===== config.mk =====
export PLATFORM = sky130hd
export DESIGN_NAME = main_cu_multi
export DESIGN_NICKNAME = d
export VERILOG_FILES = /design/src/rtl/mcu_pkg.sv /design/src/rtl/main_cu_multi_rr_pick.sv /design/src/rtl/main_cu_multi.sv
export SDC_FILE = /design/constraint.sdc
export NUM_CORES = 1
export LEC_CHECK = 0
export BUFFER_PORTS_ARGS = -buffer_cell sky130_fd_sc_hd__buf_4
export CAP_MARGIN = 20
export CORE_UTILIZATION = 35
export DETAILED_ROUTE_END_ITERATION = 16
export HOLD_SLACK_MARGIN = 0.1
export MAX_ROUTING_LAYER = met4
export PLACE_DENSITY_LB_ADDON = 0.2
export SYNTH_ARGS = -nofsm -noshare
export SYNTH_HDL_FRONTEND = slang
export SYNTH_SLANG_ARGS = --single-unit

===== constraint.sdc =====
create_clock -name i_Clock -period 5.2 [get_ports i_Clock]
set_input_delay 0 -clock i_Clock [delete_from_list [all_inputs] [get_ports i_Clock]]
set_output_delay 0 -clock i_Clock [all_outputs]
set_load 0.005 [all_outputs]

===== src/rtl/mcu_pkg.sv =====
// Shared definitions for the coprocessor control unit.
//   state_t       : control FSM states
//   CFG_*         : config word field positions beyond the gamma/lambda fields
//   STAT_*        : status word bit positions
//   next_ptr      : round-robin pointer successor (c + 1 mod n)
package mcu_pkg;

    typedef enum logic [3:0] {
        ST_IDLE     = 4'd0,
        ST_REQ      = 4'd1,
        ST_RD_ADDR  = 4'd2,
        ST_RD_DATA  = 4'd3,
        ST_DISPATCH = 4'd4,
        ST_DRAIN    = 4'd5,
        ST_WR_REQ   = 4'd6,
        ST_WR       = 4'd7,
        ST_DONE     = 4'd8
    } state_t;

    // 0 = row-major (column advances fastest), 1 = column-major
    localparam int CFG_ORDER_BIT     = 31;

    localparam int STAT_DONE_BIT     = 0;
    localparam int STAT_ERR_DIM_BIT  = 1;
    localparam int STAT_ERR_SPUR_BIT = 2;
    localparam int STAT_CNT_LSB      = 16;

    function automatic int next_ptr(input int c, input int n);
        return (c + 1 >= n) ? 0 : c + 1;
    endfunction

endpackage


===== src/rtl/main_cu_multi_rr_pick.sv =====
// Round-robin first-free selector.
//   i_Free   : per-channel free mask (1 = channel can take a pair)
//   i_Ptr    : search start position
//   o_Onehot : one-hot of the first free channel at or after i_Ptr (wrapping)
//   o_Index  : binary index of that channel
//   o_Valid  : at least one channel is free
module rr_pick #(
    parameter int N  = 4,
    parameter int PW = (N > 1) ? $clog2(N) : 1
) (
    input  logic [N-1:0]  i_Free,
    input  logic [PW-1:0] i_Ptr,
    output logic [N-1:0]  o_Onehot,
    output logic [PW-1:0] o_Index,
    output logic          o_Valid
);

    int            j;
    logic [PW-1:0] jj;

    always_comb begin
        o_Onehot = '0;
        o_Index  = '0;
        o_Valid  = 1'b0;
        j        = 0;
        jj       = '0;
        for (int i = 0; i < N; i++) begin
            j  = (int'(i_Ptr) + i) % N;
            jj = PW'(j);
            if (!o_Valid && i_Free[jj]) begin
                o_Valid      = 1'b1;
                o_Onehot[jj] = 1'b1;
                o_Index      = jj;
            end
        end
    end

endmodule


===== src/rtl/main_cu_multi.sv =====
// Coprocessor control unit for NUM_CH processing channels.
// Reads a config word (gamma rows, lambda cols, order bit), hands every
// (row, col) pair to free channels in round-robin order, counts results,
// writes a status word and releases the bus.
//
// Ports
//   i_Clock, i_Reset        clock, synchronous active-high reset
//   i_Data_Ready            start request (level)
//   i_Grant / o_Grant_Request  memory bus handshake
//   i_Mem_Data              read data, valid the cycle after the address
//   o_Memory_Address, o_Mem_Data, o_Write_Enable  memory access
//   o_Config                latched config word
//   o_Indexes_Ready / i_Indexes_Received  per-channel pair handshake
//   o_Row_Index, o_Column_Index  per-channel pair, channel c at [c*IDX_W +: IDX_W]
//   i_Result_Ready          per-channel result pulse
//   o_Busy                  FSM not idle
//
// state       | meaning
// ST_IDLE     | waiting for i_Data_Ready
// ST_REQ      | requesting the bus
// ST_RD_ADDR  | config address on the bus
// ST_RD_DATA  | config data returned, latched here
// ST_DISPATCH | offering index pairs to free channels
// ST_DRAIN    | all pairs issued, waiting for outstanding results
// ST_WR_REQ   | requesting the bus for the status write
// ST_WR       | status write (held while grant is low)
// ST_DONE     | job finished, waiting for i_Data_Ready to fall
module main_cu_multi
    import mcu_pkg::*;
#(
    parameter int NUM_CH      = 4,
    parameter int IDX_W       = 8,
    parameter int ADDR_W      = 10,
    parameter int DATA_W      = 32,
    parameter int CFG_ADDR    = 0,
    parameter int STATUS_ADDR = 1
) (
    input  logic                    i_Clock,
    input  logic                    i_Reset,
    input  logic                    i_Data_Ready,
    input  logic                    i_Grant,
    input  logic [DATA_W-1:0]       i_Mem_Data,
    input  logic [NUM_CH-1:0]       i_Indexes_Received,
    input  logic [NUM_CH-1:0]       i_Result_Ready,
    output logic                    o_Grant_Request,
    output logic [ADDR_W-1:0]       o_Memory_Address,
    output logic [DATA_W-1:0]       o_Mem_Data,
    output logic                    o_Write_Enable,
    output logic [DATA_W-1:0]       o_Config,
    output logic [NUM_CH-1:0]       o_Indexes_Ready,
    output logic [NUM_CH*IDX_W-1:0] o_Row_Index,
    output logic [NUM_CH*IDX_W-1:0] o_Column_Index,
    output logic                    o_Busy
);

    localparam int PW    = (NUM_CH > 1) ? $clog2(NUM_CH) : 1;
    localparam int CNT_W = 2 * IDX_W;

    state_t              state_q, state_d;
    logic [DATA_W-1:0]   config_q, config_d;
    logic [IDX_W-1:0]    row_q, row_d;
    logic [IDX_W-1:0]    col_q, col_d;
    logic [NUM_CH-1:0]   busy_q, busy_d;
    logic [PW-1:0]       ptr_q, ptr_d;
    logic [CNT_W-1:0]    res_cnt_q, res_cnt_d;
    logic                err_dim_q, err_dim_d;
    logic                err_spur_q, err_spur_d;

    logic [IDX_W-1:0]    gamma, lambda;
    logic                col_major;
    logic [CNT_W-1:0]    total;
    logic                last_pair;
    logic [NUM_CH-1:0]   pick_onehot;
    logic [PW-1:0]       pick_idx;
    logic                pick_valid;
    logic [NUM_CH-1:0]   ready;
    logic [NUM_CH-1:0]   hs;
    logic [NUM_CH-1:0]   res_ok;
    logic [NUM_CH-1:0]   res_spur;
    logic [CNT_W-1:0]    res_inc;
    logic [DATA_W-1:0]   status;
    logic [DATA_W+CNT_W-1:0] cnt_ext;

    assign gamma     = config_q[IDX_W-1:0];
    assign lambda    = config_q[2*IDX_W-1:IDX_W];
    assign col_major = config_q[CFG_ORDER_BIT];
    assign total     = CNT_W'(gamma) * CNT_W'(lambda);
    // Compare against dim-1 so gamma = lambda = 2^IDX_W-1 never needs a wider counter.
    assign last_pair = (row_q == gamma - 1'b1) && (col_q == lambda - 1'b1);

    rr_pick #(
        .N  (NUM_CH),
        .PW (PW)
    ) u_rr_pick (
        .i_Free   (~busy_q),
        .i_Ptr    (ptr_q),
        .o_Onehot (pick_onehot),
        .o_Index  (pick_idx),
        .o_Valid  (pick_valid)
    );

    // The offer depends only on registered state, so it stays put until the
    // accepting channel acknowledges it.
    assign ready    = (state_q == ST_DISPATCH && pick_valid) ? pick_onehot : '0;
    assign hs       = ready & i_Indexes_Received;
    // A result arriving in the same cycle as the handshake belongs to the pair
    // just accepted; it is counted and the busy bit is still set.
    assign res_ok   = i_Result_Ready & (busy_q | hs);
    assign res_spur = i_Result_Ready & ~busy_q & ~hs;

    always_comb begin
        res_inc = '0;
        for (int c = 0; c < NUM_CH; c++) begin
            res_inc = res_inc + CNT_W'(res_ok[c]);
        end
    end

    assign cnt_ext = {{DATA_W{1'b0}}, res_cnt_q};

    always_comb begin
        status                        = '0;
        status[STAT_DONE_BIT]         = 1'b1;
        status[STAT_ERR_DIM_BIT]      = err_dim_q;
        status[STAT_ERR_SPUR_BIT]     = err_spur_q;
        status[DATA_W-1:STAT_CNT_LSB] = cnt_ext[DATA_W-STAT_CNT_LSB-1:0];
    end

    always_comb begin
        state_d          = state_q;
        config_d         = config_q;
        row_d            = row_q;
        col_d            = col_q;
        busy_d           = busy_q;
        ptr_d            = ptr_q;
        res_cnt_d        = res_cnt_q;
        err_dim_d        = err_dim_q;
        err_spur_d       = err_spur_q;
        o_Grant_Request  = 1'b0;
        o_Memory_Address = '0;
        o_Mem_Data       = '0;
        o_Write_Enable   = 1'b0;

        if (state_q != ST_IDLE) begin
            busy_d    = (busy_q & ~res_ok) | hs;
            res_cnt_d = res_cnt_q + res_inc;
            if (|res_spur) begin
                err_spur_d = 1'b1;
            end
        end

        case (state_q)
            ST_IDLE: begin
                if (i_Data_Ready) begin
                    state_d    = ST_REQ;
                    busy_d     = '0;
                    ptr_d      = '0;
                    res_cnt_d  = '0;
                    err_dim_d  = 1'b0;
                    err_spur_d = 1'b0;
                end
            end
            ST_REQ: begin
                o_Grant_Request = 1'b1;
                if (i_Grant) begin
                    state_d = ST_RD_ADDR;
                end
            end
            ST_RD_ADDR: begin
                o_Grant_Request  = 1'b1;
                o_Memory_Address = ADDR_W'(CFG_ADDR);
                state_d          = i_Grant ? ST_RD_DATA : ST_REQ;
            end
            ST_RD_DATA: begin
                o_Grant_Request = 1'b1;
                if (!i_Grant) begin
                    state_d = ST_REQ;
                end else begin
                    config_d = i_Mem_Data;
                    row_d    = '0;
                    col_d    = '0;
                    if (i_Mem_Data[IDX_W-1:0] == '0 || i_Mem_Data[2*IDX_W-1:IDX_W] == '0) begin
                        err_dim_d = 1'b1;
                        state_d   = ST_WR_REQ;
                    end else begin
                        state_d   = ST_DISPATCH;
                    end
                end
            end
            ST_DISPATCH: begin
                if (|hs) begin
                    ptr_d = PW'(next_ptr(int'(pick_idx), NUM_CH));
                    if (!col_major) begin
                        if (col_q == lambda - 1'b1) begin
                            col_d = '0;
                            row_d = row_q + 1'b1;
                        end else begin
                            col_d = col_q + 1'b1;
                        end
                    end else begin
                        if (row_q == gamma - 1'b1) begin
                            row_d = '0;
                            col_d = col_q + 1'b1;
                        end else begin
                            row_d = row_q + 1'b1;
                        end
                    end
                    if (last_pair) begin
                        state_d = ST_DRAIN;
                    end
                end
            end
            ST_DRAIN: begin
                if (res_cnt_q == total && busy_q == '0) begin
                    state_d = ST_WR_REQ;
                end
            end
            ST_WR_REQ: begin
                o_Grant_Request = 1'b1;
                if (i_Grant) begin
                    state_d = ST_WR;
                end
            end
            ST_WR: begin
                o_Grant_Request  = 1'b1;
                o_Memory_Address = ADDR_W'(STATUS_ADDR);
                o_Mem_Data       = status;
                if (i_Grant) begin
                    o_Write_Enable = 1'b1;
                    state_d        = ST_DONE;
                end
            end
            ST_DONE: begin
                if (!i_Data_Ready) begin
                    state_d = ST_IDLE;
                end
            end
            default: state_d = ST_IDLE;
        endcase
    end

    always_ff @(posedge i_Clock) begin
        if (i_Reset) begin
            state_q    <= ST_IDLE;
            config_q   <= '0;
            row_q      <= '0;
            col_q      <= '0;
            busy_q     <= '0;
            ptr_q      <= '0;
            res_cnt_q  <= '0;
            err_dim_q  <= 1'b0;
            err_spur_q <= 1'b0;
        end else begin
            state_q    <= state_d;
            config_q   <= config_d;
            row_q      <= row_d;
            col_q      <= col_d;
            busy_q     <= busy_d;
            ptr_q      <= ptr_d;
            res_cnt_q  <= res_cnt_d;
            err_dim_q  <= err_dim_d;
            err_spur_q <= err_spur_d;
        end
    end

    always_comb begin
        o_Row_Index    = '0;
        o_Column_Index = '0;
        for (int c = 0; c < NUM_CH; c++) begin
            if (ready[c]) begin
                o_Row_Index[c*IDX_W +: IDX_W]    = row_q;
                o_Column_Index[c*IDX_W +: IDX_W] = col_q;
            end
        end
    end

    assign o_Indexes_Ready = ready;
    assign o_Config        = config_q;
    assign o_Busy          = (state_q != ST_IDLE);

endmodule


==> results.txt, run 1 <==
* Worst vdd rail ir drop: 0.152 mV
- The worst setup path is captured at a flip-flop.
- Critical path data required time: 5.40 ns
- Synthesis instantiated 71 different standard cells from the library.
- Critical Path AT: 5.09 ns
- Dividing the detail-routed wire length by the instance count gives 15.7 um.
- Average footprint of a synthesized cell: 7.72 um^2
- Area of the die: 0.0224 mm^2
- Antenna Diode Count: 0
- From synthesis to final layout, the design area changed by 27.3%.
- In this design, the stage delay of the slowest critical-path cell is 0.65 ns.
- The H-tree was split into 3 levels.
- Fin crit share: 94.0%
- DR pass1 iterations: 5
- After synthesis the cells add up to 0.00762 mm^2.
- Clock-pin slew was measured on the worst setup and hold paths at 0.06 ns.
* Half-perimeter wire length after detailed placement: 16600 um
- Summed over all cells, the static leakage comes to 4.31 nW.
* Initial antenna violation count: 0
- In this run the count of I/O pins placed on the die edge is 189.
* Number of DRC markers in iteration 0: 470
- For this run, the post-layout net count is 1290.
- By instance count, the cell type seen most on the critical path is sky130_fd_sc_hd__fa_1.
* Via count of the routed design: 7251
- Yosys synthesis warning count: 0
- The clock reaches the later pin of the worst-skew pair after 0.35 ns.
- Synthesized instance count: 987
- Traced cell by cell, the critical path runs through nand2_1, fa_1, fa_1, fa_1, fa_1, inv_1, ha_1, or3_1, o21bai_1, a31oi_1, xnor2_1, and3b_1, nand4_1, a21oi_1, o31ai_1.
* Hold Vio Cnt, Final: 0
- For this block, the routed nets add up to 22600 um of wire.
- Setup violations remaining at the end of the flow were counted as 0.
- The setup path with the least slack is of type reg2reg.
* Vertical extent of the die: 150 um
- Maximum fanout count along the critical path: 13
* Global route overflow: 0
- Buffer type at the clock tree root: sky130_fd_sc_hd__clkbuf_16
- TritonCTS built the clock tree.
- The die is 150 um wide.
- Share of cells above drive strength 1: 20.0%
- Type of the most critical hold path: in2reg
- Inserted Clock Buffers: 9
- Clk_skew: 0.0104 ns
* Areal power density over the cells: 156 mW/mm^2
* PortBufs: 166
- Summing all non-filler instances in the final layout gives an area of 0.00970 mm^2.
- Relative slew slack: 41.9%
- Via-per-instance ratio: 5.04
* Max capacitance violation total: 0
- Number of slew-limit violations in the final report: 0
- Adding up every negative setup slack in the final design gives 0 ns.
* Core Box Area: 0.0212 mm^2
- Routability-driven placement finished with a final weighted congestion of 0.904.
- Post-synthesis sequential area ratio: 20.0%
* Startpoint Class: flip-flop
* First-pass GRT wire length: 35800 um
- EDFF count, synth: 0
* Number of register bits inferred by synthesis: 76
* Initial core utilization: 36.0%
- The detail route stage leaves a number of antenna-violating nets equal to 0.
- The slowest stage of the critical path is the sky130_fd_sc_hd__dfxtp_1 cell.
- Worst Max-Slew Pin Slew: 0.871 ns
- Number of buffers on the longest clock path: 2
- Global-route usage over all layers: 20.8%
* Maximum clock rate: 205 MHz
- Detailed-route DRC error count: 0
* Tmin final: 4.89 ns
- Entering global routing, the biggest net connects 75 pins.
- Cell Area, Placed: 0.00900 mm^2
* Most used flip-flop cell after synthesis: sky130_fd_sc_hd__dfxtp_1
- Via count of the first global-routing pass: 6775
* Number of core rows: 53
* Outcome: finished, final reports clean
- Setup repair after global routing left no endpoint under its margin.
- Clock tree sinks: 76
* Fin util: 45.8%
- Share of synthesized registers carrying an async set or reset: 0%
area by class of cell:
class                           instances  area, um^2
Fill cell                            2115       11500
Tap cell                              275         344
Clock inverter                          6        63.8
Multi-Input combinational cell        779        5500
Inverter                               72         270
Timing Repair Buffer                  221        1750
Clock buffer                           10         239
Sequential cell                        76        1530
worst max-delay path: cells and delay by family, from the launching register on:
| family | cells | cell delay, ns |
|---|---|---|
| AO/OA/AOI/OAI | 4 | 0.76 |
| XOR/XNOR | 1 | 0.13 |
| adder cells (fa/ha/maj) | 5 | 2.25 |
| buffers and inverters | 1 | 0.04 |
| flip-flops | 1 | 0.65 |
| AND/OR/NAND/NOR | 4 | 0.89 |
flip-flops by register name (all words and copies together) (netlist names):
name / flops
state_q: 4
res_cnt_q: 16
col_q: 8
err_dim_q: 1
o_Config: 32
row_q: 8
busy_q: 4
ptr_q: 2
err_spur_q: 1
logic make-up after synthesis:
| family | after synthesis | share of synthesized area, % |
|---|---|---|
| and+or+nand+nor | 418 | 28.9 |
| AOI/OAI and AO/OA | 188 | 15.7 |
| buffers and inverters | 153 | 8.96 |
| adders and majority gates | 87 | 18.1 |
| DFF | 76 | 20.0 |
| xor gates and xnor gates | 49 | 5.63 |
| muxes | 15 | 2.63 |
| other | 1 | 0.0492 |
power breakdown:
group	switching [W]	internal (W)
Clock	0.000272	0.000384
Sequential	0.0000246	0.000593
Combinational	0.000137	0.0000993
Total	0.000434	0.00108
cells in the mapped netlist (4+ instances only):
| cell type | count | area (um^2) |
|---|---|---|
| sky130_fd_sc_hd__buf_4 | 25 | 188 |
| sky130_fd_sc_hd__nand3_1 | 22 | 110 |
| sky130_fd_sc_hd__a31oi_1 | 6 | 37.5 |
| sky130_fd_sc_hd__nand3b_1 | 6 | 45.0 |
| sky130_fd_sc_hd__a21oi_1 | 78 | 390 |
| sky130_fd_sc_hd__and3_1 | 17 | 106 |
| sky130_fd_sc_hd__a211oi_1 | 8 | 60.1 |
| sky130_fd_sc_hd__o31a_1 | 4 | 35.0 |
| sky130_fd_sc_hd__and3b_1 | 4 | 35.0 |
| sky130_fd_sc_hd__o22a_2 | 4 | 40.0 |
| sky130_fd_sc_hd__o211ai_1 | 6 | 45.0 |
| sky130_fd_sc_hd__inv_1 | 72 | 270 |
| sky130_fd_sc_hd__nand2_1 | 139 | 522 |
| sky130_fd_sc_hd__nor4_1 | 7 | 43.8 |
| sky130_fd_sc_hd__buf_2 | 6 | 30.0 |
| sky130_fd_sc_hd__nor2_1 | 49 | 184 |
| sky130_fd_sc_hd__nand2b_1 | 8 | 50.1 |
| sky130_fd_sc_hd__xnor2_1 | 33 | 289 |
| sky130_fd_sc_hd__xor2_1 | 16 | 140 |
| sky130_fd_sc_hd__or3_1 | 8 | 50.1 |
| sky130_fd_sc_hd__ha_1 | 48 | 601 |
| sky130_fd_sc_hd__mux2_2 | 7 | 78.8 |
| sky130_fd_sc_hd__mux2i_1 | 5 | 50.1 |
| sky130_fd_sc_hd__nor3b_1 | 8 | 60.1 |
| sky130_fd_sc_hd__a21o_1 | 6 | 45.0 |
| sky130_fd_sc_hd__and2_1 | 111 | 694 |
| sky130_fd_sc_hd__o22ai_1 | 5 | 31.3 |
| sky130_fd_sc_hd__fa_1 | 39 | 781 |
| sky130_fd_sc_hd__nand4_1 | 5 | 31.3 |
| sky130_fd_sc_hd__dfxtp_1 | 76 | 1520 |
| sky130_fd_sc_hd__o21ai_0 | 33 | 165 |
| sky130_fd_sc_hd__o21bai_1 | 4 | 30.0 |
| sky130_fd_sc_hd__clkbuf_1 | 48 | 180 |
| sky130_fd_sc_hd__o31ai_1 | 4 | 30.0 |
| sky130_fd_sc_hd__a32o_1 | 4 | 40.0 |
| sky130_fd_sc_hd__nor3_1 | 13 | 65.1 |
final timing paths:
path         slack (ns)           end  cells past startpoint             startpoint
max                0.31    state_q[2]                     15            o_Config[5]
min                0.11     busy_q[3]                      4  i_Indexes_Received[3]
max reg2reg        0.31    state_q[2]                     15            o_Config[5]
min reg2reg        0.46  o_Config[22]                      2           o_Config[22]
metal layers:
| layer | wire length, um | part of all wire, % | GRT usage (%) |
|---|---|---|---|
| met5 | 0 | 0 | - |
| met2 | 10800 | 48 | 32.9 |
| met1 | 10700 | 47 | 27.9 |
| met4 | 326 | 1.4 | 5.41 |
| met3 | 750 | 3.3 | 2.59 |
timing repair:
item                                   in CTS  in global routing
setup endpoints to repair                   0                  2
resized for setup                           0                  3
endpoints found under the hold margin      40                  0
hold buffers                               38                  0
setup buffers                               0                  0
layout by cell type, fill, tap and decap left out, drive strengths merged, types with 4 or more instances in the layout:
| cell | synthesis | final |
|---|---|---|
| o31a | 4 | 4 |
| nand2b | 8 | 8 |
| nor3 | 15 | 15 |
| xnor2 | 33 | 33 |
| nand3 | 22 | 22 |
| mux2i | 5 | 5 |
| o21bai | 4 | 4 |
| and3b | 4 | 4 |
| nor4 | 9 | 9 |
| clkbuf | 48 | 10 |
| mux2 | 7 | 7 |
| o21ai | 33 | 33 |
| o22ai | 5 | 5 |
| a32o | 4 | 4 |
| nand3b | 6 | 6 |
| a21oi | 79 | 79 |
| nor3b | 8 | 8 |
| o22a | 5 | 5 |
| dfxtp | 76 | 76 |
| inv | 72 | 72 |
| a21o | 6 | 6 |
| fa | 39 | 39 |
| o31ai | 4 | 4 |
| nand2 | 139 | 139 |
| nor2 | 51 | 51 |
| or3 | 8 | 8 |
| a211oi | 8 | 8 |
| ha | 48 | 48 |
| and2 | 111 | 111 |
| dlygate4sd3 | 0 | 38 |
| xor2 | 16 | 16 |
| conb | 1 | 22 |
| and3 | 17 | 17 |
| nand4 | 6 | 6 |
| a31oi | 7 | 7 |
| buf | 33 | 183 |
| o211ai | 6 | 6 |
stage by stage:
stage / std cells / power (W) / worst slack (ns) / hold slack [ns]
2_1_floorplan: 1008 / 0.000765 / 0.537 / 0.127
3_3_place_gp: 1380 / 0.000840 / 0.345 / 0.248
3_5_place_dp: 1383 / 0.000841 / 0.270 / 0.257
4_1_cts: 1437 / 0.00152 / 0.259 / 0.106
5_1_grt: 1439 / 0.00157 / 0.00309 / 0.145
6_report: 1439 / 0.00151 / 0.310 / 0.111
No activity file was read; power rests on OpenSTA's default activity.
==> inputs of run 2 (changes only) <==
--- a/config.mk
+++ b/config.mk
@@ -5,13 +5,14 @@
 export SDC_FILE = /design/constraint.sdc
 export NUM_CORES = 1
 export LEC_CHECK = 0
+export ABC_AREA = 0
 export BUFFER_PORTS_ARGS = -buffer_cell sky130_fd_sc_hd__buf_4
 export CAP_MARGIN = 20
 export CORE_UTILIZATION = 35
 export DETAILED_ROUTE_END_ITERATION = 16
 export HOLD_SLACK_MARGIN = 0.1
 export MAX_ROUTING_LAYER = met4
-export PLACE_DENSITY_LB_ADDON = 0.2
+export PLACE_DENSITY = 0.62
 export SYNTH_ARGS = -nofsm -noshare
 export SYNTH_HDL_FRONTEND = slang
 export SYNTH_SLANG_ARGS = --single-unit
==> run 2 against run 1 <==
Worst setup slack worse by 0.010 ns; critical path depth did not move; clock power down 7.0%; non-clock buffer count rose by 3; first-iteration DRC count is 0.21% higher; critical path type unchanged; largest power group is now sequential cells.
==> results.txt, run 2 (synthesis results as in run 1) <==
* Setup total negative slack: 0 ns (unchanged)
- Type of the most critical hold path: in2reg (unchanged)
- The max capacitance violation total was 0 (unchanged).
- Cell Area, Placed: 0.00903 mm^2 (was 0.00900 mm^2)
- Internal power of the cells: 0.00103 W (was 0.00108 W)
- Half-perimeter wire length after detailed placement: 16700 um (was 16600 um)
* Vertical extent of the die: 150 um (unchanged)
* Outcome: finished, final reports clean (unchanged)
- Net load switching power: 0.000436 W (was 0.000434 W)
* Relative slew slack: 43.4% (was 41.9%)
- The peak fanout along the critical path came to 10 (was 13).
- Final non-filler cell area: 0.00969 mm^2 (was 0.00970 mm^2)
* Nature of the critical path endpoint: flip-flop (unchanged)
* Fin crit share: 94.2% (was 94.0%)
- Antenna violation net count after detailed routing: 0 (unchanged)
* Detailed-route DRC error count: 0 (unchanged)
- The final-report hold violation count is 0 (unchanged).
- The number of placed I/O pins came to 189 (unchanged).
- The clock network fraction of design power was 41.7% (was 43.5%).
- The most numerous cell on the critical path is sky130_fd_sc_hd__fa_1 (unchanged).
* Sw frac: 29.7% (was 28.8%)
* Critical path data required time: 5.41 ns (was 5.40 ns)
- Worst-Skew Late Latency: 0.35 ns (about the same)
- The aggregate global routing overflow is 0 (unchanged).
- Startpoint Class: flip-flop (unchanged)
- Final Total Pwr: 0.00147 W (was 0.00151 W)
- The number of H-tree branching levels came to 3 (unchanged).
- The number of global-route vias before repair was 7057 (was 6775).
- Register clock-pin slew on the reported worst setup and hold paths: 0.06 ns (about the same)
* TritonCTS clock tree: built (unchanged)
* DIE WIDTH: 150 um (unchanged)
* Via-per-instance ratio: 5.13 (was 5.04)
- Number of buffers on the longest clock path: 2 (unchanged)
* RSZ-0062 raised after global routing: false (unchanged)
- Area growth, synth to finish: 27.2% (was 27.3%)
- Wire length per cell after detailed routing: 15.8 um (was 15.7 um)
* Clk_skew: 0.00573 ns (was 0.0104 ns)
- The global-route usage over all layers came to 21.3% (was 20.8%).
- The global-route wire length before repair is 36400 um (was 35800 um).
- Antenna Diode Count: 0 (unchanged)
- The worst supply voltage drop on vdd is 0.122 mV (was 0.152 mV).
- The minimum clock period after layout was 4.90 ns (was 4.89 ns).
- The number of setup buffers added after CTS came to 0 (unchanged).
- The count of clock tree sinks is 76 (unchanged).
* Pin count of the biggest net entering global routing: 75 (unchanged)
* Core Box Area: 0.0212 mm^2 (unchanged)
- Maximum clock rate: 204 MHz (was 205 MHz)
* Critical Path AT: 5.11 ns (was 5.09 ns)
- Portion of total power attributed to sequential cells: 42.1% (was 40.9%)
- Largest delay share family, worst path: adder cells (unchanged)
- Flip-flop count of the largest register after layout: 32 (unchanged)
- Critical-path cell list: nand2_1, fa_1, fa_1, fa_1, fa_1, inv_1, ha_1, or3_1, o21bai_1, a31oi_1, xnor2_1, and3b_1, nand4_1, a21oi_1, o31ai_1 (unchanged).
- The routability-driven placement congestion ratio came to 0.895 (was 0.904).
- The area enclosed by the die boundary was 0.0224 mm^2 (unchanged).
- PortBufs: 166 (unchanged)
- The static leakage is 4.31 nW (about the same).
- Most common cell after layout, fill and taps aside: sky130_fd_sc_hd__buf_4 (unchanged)
* Total detailed-routing wirelength: 22800 um (was 22600 um)
* Number of DRC markers in iteration 0: 471 (was 470)
* Initial core utilization: 36.0% (unchanged)
- The share of layout cells above drive strength 1 is 20.0% (about the same).
- Number of core rows: 53 (unchanged)
- Worst-case hold slack: 0.132 ns (was 0.111 ns)
- The power density of the placed cells was 151 mW/mm^2 (was 156 mW/mm^2).
- The via total after detailed routing is 7401 (was 7251).
- The number of optimization iterations in the first detailed-route pass was 5 (unchanged).
- Worst Max-Slew Pin Slew: 0.849 ns (was 0.871 ns)
- Commonest cells after routing, fill and taps aside: 186 x sky130_fd_sc_hd__buf_4, 139 x sky130_fd_sc_hd__nand2_1, 111 x sky130_fd_sc_hd__and2_1, 78 x sky130_fd_sc_hd__a21oi_1, 75 x sky130_fd_sc_hd__dfxtp_1 (was 183 x sky130_fd_sc_hd__buf_4, 139 x sky130_fd_sc_hd__nand2_1, 111 x sky130_fd_sc_hd__and2_1, 78 x sky130_fd_sc_hd__a21oi_1, 73 x sky130_fd_sc_hd__dfxtp_1)
- Buffer type at the clock tree root: sky130_fd_sc_hd__clkbuf_16 (unchanged)
- Inserted Clock Buffers: 9 (unchanged)
- Power share of the combinational group: 16.2% (was 15.7%)
- The start-to-end type of the worst setup path is reg2reg (unchanged).
* Total number of nets in the final design: 1293 (was 1290)
* Slowest stage delay, CP: 0.60 ns (was 0.65 ns)
- Combined buffer and inverter count along the critical path: 1 (unchanged)
* Library cell contributing the largest single delay on the critical path: sky130_fd_sc_hd__dfxtp_1 (unchanged)
* Final setup viols: 0 (unchanged)
- Initial antenna violation count: 0 (unchanged)
- Number of slew-limit violations in the final report: 0 (unchanged)
==> run 2: timing repair <==
| action | 4_1_cts | 5_1_grt |
|---|---|---|
| hold buffers | 38 | 0 |
| endpoints found under the hold margin | 41 | 0 |
| setup endpoints to repair | 0 | 1 |
| gates resized for setup | 0 | 1 |
==> run 2: cell type report <==
| cell class | count | area [um^2] |
|---|---|---|
| clock buffer | 11 | 243 |
| multi-input combinational | 779 | 5500 |
| sequential | 76 | 1520 |
| tap | 275 | 344 |
| timing repair buffer | 224 | 1780 |
| inverter | 72 | 270 |
| clock inverter | 5 | 36.3 |
| fill | 2089 | 11500 |
==> run 2: through the flow <==
stage	worst slack, ns	utilization, %	std cells
3_3_place_gp	0.405	42.7	1387
6_report	0.300	45.8	1442
2_1_floorplan	0.537	-	1008
3_5_place_dp	0.324	42.7	1387
5_1_grt	0.00872	45.8	1442
4_1_cts	0.302	45.8	1441
==> run 2: power by group through the flow <==
stage	Sequential [W]	Combinational [W]	Clock [W]
2_1_floorplan	0.000614	0.000151	0
3_3_place_gp	0.000629	0.000211	0
3_5_place_dp	0.000630	0.000210	0
4_1_cts	0.000617	0.000234	0.000625
5_1_grt	0.000620	0.000260	0.000647
6_report	0.000617	0.000237	0.000610
==> run 2: layer usage <==
layer | track usage [%] | up-vias | wire [um]
met4 | 8.32 | 0 | 550
met1 | 27.0 | 3517 | 10100
met2 | 34.4 | 226 | 11100
met3 | 2.38 | 40 | 1130
met5 | - | - | 0
li1 | - | 3618 | -
==> run 2: final timing paths <==
path	start	endpoint	slack [ns]	depth (start not counted)
worst max-delay path	o_Config[1]	state_q[2]	0.30	15
worst min-delay path	i_Indexes_Received[1]	busy_q[1]	0.13	4
worst max register to register	o_Config[1]	state_q[2]	0.30	15
worst min register to register	o_Config[22]	o_Config[22]	0.45	2
==> run 2: worst min-delay path, stage by stage <==
cell and delay, ns:
sky130_fd_sc_hd__buf_4 0.11, sky130_fd_sc_hd__nand2_1 0.05, sky130_fd_sc_hd__o22a_2 0.19, sky130_fd_sc_hd__a21oi_1 0.07
==> inputs of run 3 (changes only) <==
==> constraint.sdc (replaced) <==
create_clock -name i_Clock -period 5.15 [get_ports i_Clock]
set_input_delay 0 -clock i_Clock [delete_from_list [all_inputs] [get_ports i_Clock]]
set_output_delay 0 -clock i_Clock [all_outputs]
set_load 0.005 [all_outputs]
==> run 3 against run 2 <==
First-iteration DRC count decreased by 4.0%; non-clock buffer count is the same; via count fell by 1.1%; sequential cell count unchanged; register-to-register slack improved by 0.03 ns; routed wire length is 0.91% lower; worst hold slack lost 0.019 ns.
==> results.txt, run 3 (synthesis results as in run 1) <==
- Power share of the combinational group: 14.9% (was 16.2%)
- Global routing usage on met2: 34.7% (was 34.4%)
- The clock-pin transition on the worst setup and hold timing paths was 0.06 ns (about the same).
* Number of core rows: 53 (unchanged)
- Vertical extent of the die: 150 um (unchanged)
- The routability-driven placement congestion ratio was 0.865 (was 0.895).
- Sw frac: 26.4% (was 29.7%)
* Buffer type at the clock tree root: sky130_fd_sc_hd__clkbuf_16 (unchanged)
- Detailed-route DRC error count: 0 (unchanged)
* Final setup viols: 0 (unchanged)
- Share of cells above drive strength 1: 20.2% (was 20.0%)
- Net load switching power: 0.000420 W (was 0.000436 W)
- The max capacitance violation total came to 0 (unchanged).
- Worst vdd rail ir drop: 0.135 mV (was 0.122 mV)
- The final-report hold violation count came to 0 (unchanged).
- Maximum level of the CTS H-tree: 3 (unchanged)
- Area of the die: 0.0224 mm^2 (unchanged)
- Startpoint Class: flip-flop (unchanged)
- The total wire length came to 22600 um (was 22800 um).
* PortBufs: 166 (unchanged)
* Lkg Pwr: 4.34 nW (was 4.31 nW)
- The start-to-end type of the worst setup path was reg2reg (unchanged).
* Number of buffers on the longest clock path: 2 (unchanged)
* RSZ-0062 raised after global routing: false (unchanged)
- The critical path required time came to 5.35 ns (was 5.41 ns).
* Number of DRC markers in iteration 0: 452 (was 471)
- The total core area was 0.0212 mm^2 (unchanged).
* Final worst-path setup slack: 0.325 ns (was 0.300 ns)
- Outcome: finished, final reports clean (unchanged)
- DIE WIDTH: 150 um (unchanged)
- Inserted Clock Buffers: 9 (unchanged)
- Half-perimeter wire length after detailed placement: 16800 um (was 16700 um)
- The insertion delay to the later sink of the worst-skew pair is 0.35 ns (about the same).
- The number of global-route vias before repair came to 7035 (was 7057).
- Pre-CTS setup slack: 0.256 ns (was 0.324 ns)
- TritonCTS clock tree: built (unchanged)
* Total number of nets in the final design: 1293 (unchanged)
* Clock tree sinks: 76 (unchanged)
- Number of placed I/O pins: 189 (unchanged)
- The detailed-route wire length per cell was 15.7 um (was 15.8 um).
- The non-filler instance count after layout was 1441 (was 1442).
- The number of fill cells in the layout is 2063 (was 2089).
- Maximum fanout count along the critical path: 10 (unchanged)
- The number of vias per cell after detailed routing was 5.08 (was 5.13).
* Number of placed instances, taps included: 1387 (unchanged)
* Commonest cells after routing, fill and taps aside: 186 x sky130_fd_sc_hd__buf_4, 139 x sky130_fd_sc_hd__nand2_1, 111 x sky130_fd_sc_hd__and2_1, 78 x sky130_fd_sc_hd__a21oi_1, 72 x sky130_fd_sc_hd__inv_1 (was 186 x sky130_fd_sc_hd__buf_4, 139 x sky130_fd_sc_hd__nand2_1, 111 x sky130_fd_sc_hd__and2_1, 78 x sky130_fd_sc_hd__a21oi_1, 75 x sky130_fd_sc_hd__dfxtp_1)
- The combined flip-flop and latch cell area was 0.00153 mm^2 (was 0.00152 mm^2).
* Antenna violation net count after detailed routing: 0 (unchanged)
- Relative slew slack: 42.3% (was 43.4%)
- The global-route usage over all layers was 21.0% (was 21.3%).
- Portion of total power attributed to sequential cells: 39.1% (was 42.1%)
* Via count of the routed design: 7323 (was 7401)
* Fraction of power consumed by the clock network: 45.9% (was 41.7%)
- The transition time of the tightest slew-check pin is 0.865 ns (was 0.849 ns).
* Areal power density over the cells: 163 mW/mm^2 (was 151 mW/mm^2)
- First-pass GRT wire length: 36100 um (was 36400 um)
- GR Util met1: 26.8% (was 27.0%)
- Initial antenna violation count: 0 (unchanged)
- Setup total negative slack: 0 ns (unchanged)
- Initial core utilization: 36.0% (unchanged)
* Antenna Diode Count: 0 (unchanged)
- The pin count of the biggest net entering global routing is 75 (unchanged).
- The class of the worst hold path is in2reg (unchanged).
- DR pass1 iterations: 5 (unchanged)
* Internal power of the cells: 0.00117 W (was 0.00103 W)
- The final-report max-slew violation count is 0 (unchanged).
- The footprint of the multi-input gates is 0.00551 mm^2 (was 0.00550 mm^2).
- The worst clock skew on the final layout was 0.00788 ns (was 0.00573 ns).
- The layer with the highest usage was met2 (unchanged).
- The minimum clock period after layout was 4.82 ns (was 4.90 ns).
- Flip-flop count of the largest register after layout: 32 (unchanged)
- Most common cell after layout, fill and taps aside: sky130_fd_sc_hd__buf_4 (unchanged)
- Area growth, synth to finish: 28.0% (was 27.2%)
* Critical Path AT: 5.03 ns (was 5.11 ns)
- Maximum clock rate: 207 MHz (was 204 MHz)
- The aggregate global routing overflow came to 0 (unchanged).
- The kind of capture point of the worst setup path is a flip-flop (unchanged).
- The met3 track demand over resource in global routing is 2.16% (was 2.38%).
* Fin crit share: 93.7% (was 94.2%)
[run 3: cell count changes in the layout (fill, tap and decap cells not counted), moves of 3 or more]
cell,delta
sky130_fd_sc_hd__dfxtp_2,+4
sky130_fd_sc_hd__dfxtp_1,-4
sky130_fd_sc_hd__clkinvlp_4,-3
sky130_fd_sc_hd__bufinv_16,+3
[run 3: power by group through the flow]
stage | clock (W) | sequential, W | combinational, W
2_1_floorplan | 0 | 0.000620 | 0.000152
3_3_place_gp | 0 | 0.000635 | 0.000214
3_5_place_dp | 0 | 0.000636 | 0.000214
4_1_cts | 0.000747 | 0.000622 | 0.000237
5_1_grt | 0.000772 | 0.000626 | 0.000262
6_report | 0.000731 | 0.000623 | 0.000238
[run 3: worst max-delay path, cell delays in order, from the launching register on]
cell and delay (ns):
sky130_fd_sc_hd__dfxtp_1 0.53, sky130_fd_sc_hd__nand2_1 0.13, sky130_fd_sc_hd__fa_1 0.50, sky130_fd_sc_hd__fa_1 0.52, sky130_fd_sc_hd__fa_1 0.52, sky130_fd_sc_hd__fa_1 0.56
sky130_fd_sc_hd__inv_1 0.05, sky130_fd_sc_hd__ha_1 0.22, sky130_fd_sc_hd__or3_1 0.45, sky130_fd_sc_hd__o21bai_1 0.23, sky130_fd_sc_hd__a31oi_1 0.24, sky130_fd_sc_hd__xnor2_1 0.14
sky130_fd_sc_hd__and3b_1 0.17, sky130_fd_sc_hd__nand4_1 0.11, sky130_fd_sc_hd__a21oi_1 0.23, sky130_fd_sc_hd__o31ai_1 0.08
[run 3: area by class of cell]
cell class                 instances  area share, %
multi-input combinational        779           56.4
clock inverter                     4           1.01
clock buffer                      11           2.39
timing repair buffer             224           18.2
inverter                          72           2.77
sequential                        76           15.7
tap                              275           3.53
[run 3: repair_timing]
item,CTS,global route
setup endpoints to repair,0,5
buffers inserted,0,0
hold buffers,38,0
gates resized for setup,0,6
hold endpoints to repair,41,0
[run 3: metal layers]
metal | up-vias | share of wire, %
met5 | - | 0
met4 | 0 | 1.5
met3 | 17 | 3.2
met2 | 161 | 49
met1 | 3518 | 46
li1 | 3627 | -
[run 3: stage by stage]
step                      area, um^2  util (%)  power (W)  hold WS (ns)
after floorplan                 7700         -   0.000772         0.127
after global placement          9010      42.6   0.000849         0.247
after detailed placement        9030      42.7   0.000849         0.255
after global routing            9760      46.1    0.00166         0.151
final                           9760      46.1    0.00159         0.113
after CTS                       9740      46.0    0.00161         0.116
[run 3: final timing paths]
path	start	endpoint	slack, ns	cells past startpoint
worst min-delay path	i_Indexes_Received[3]	busy_q[3]	0.11	4
worst max register to register	o_Config[14]	state_q[2]	0.33	15
worst max-delay path	o_Config[14]	state_q[2]	0.33	15
worst min register to register	err_spur_q	err_spur_q	0.45	2
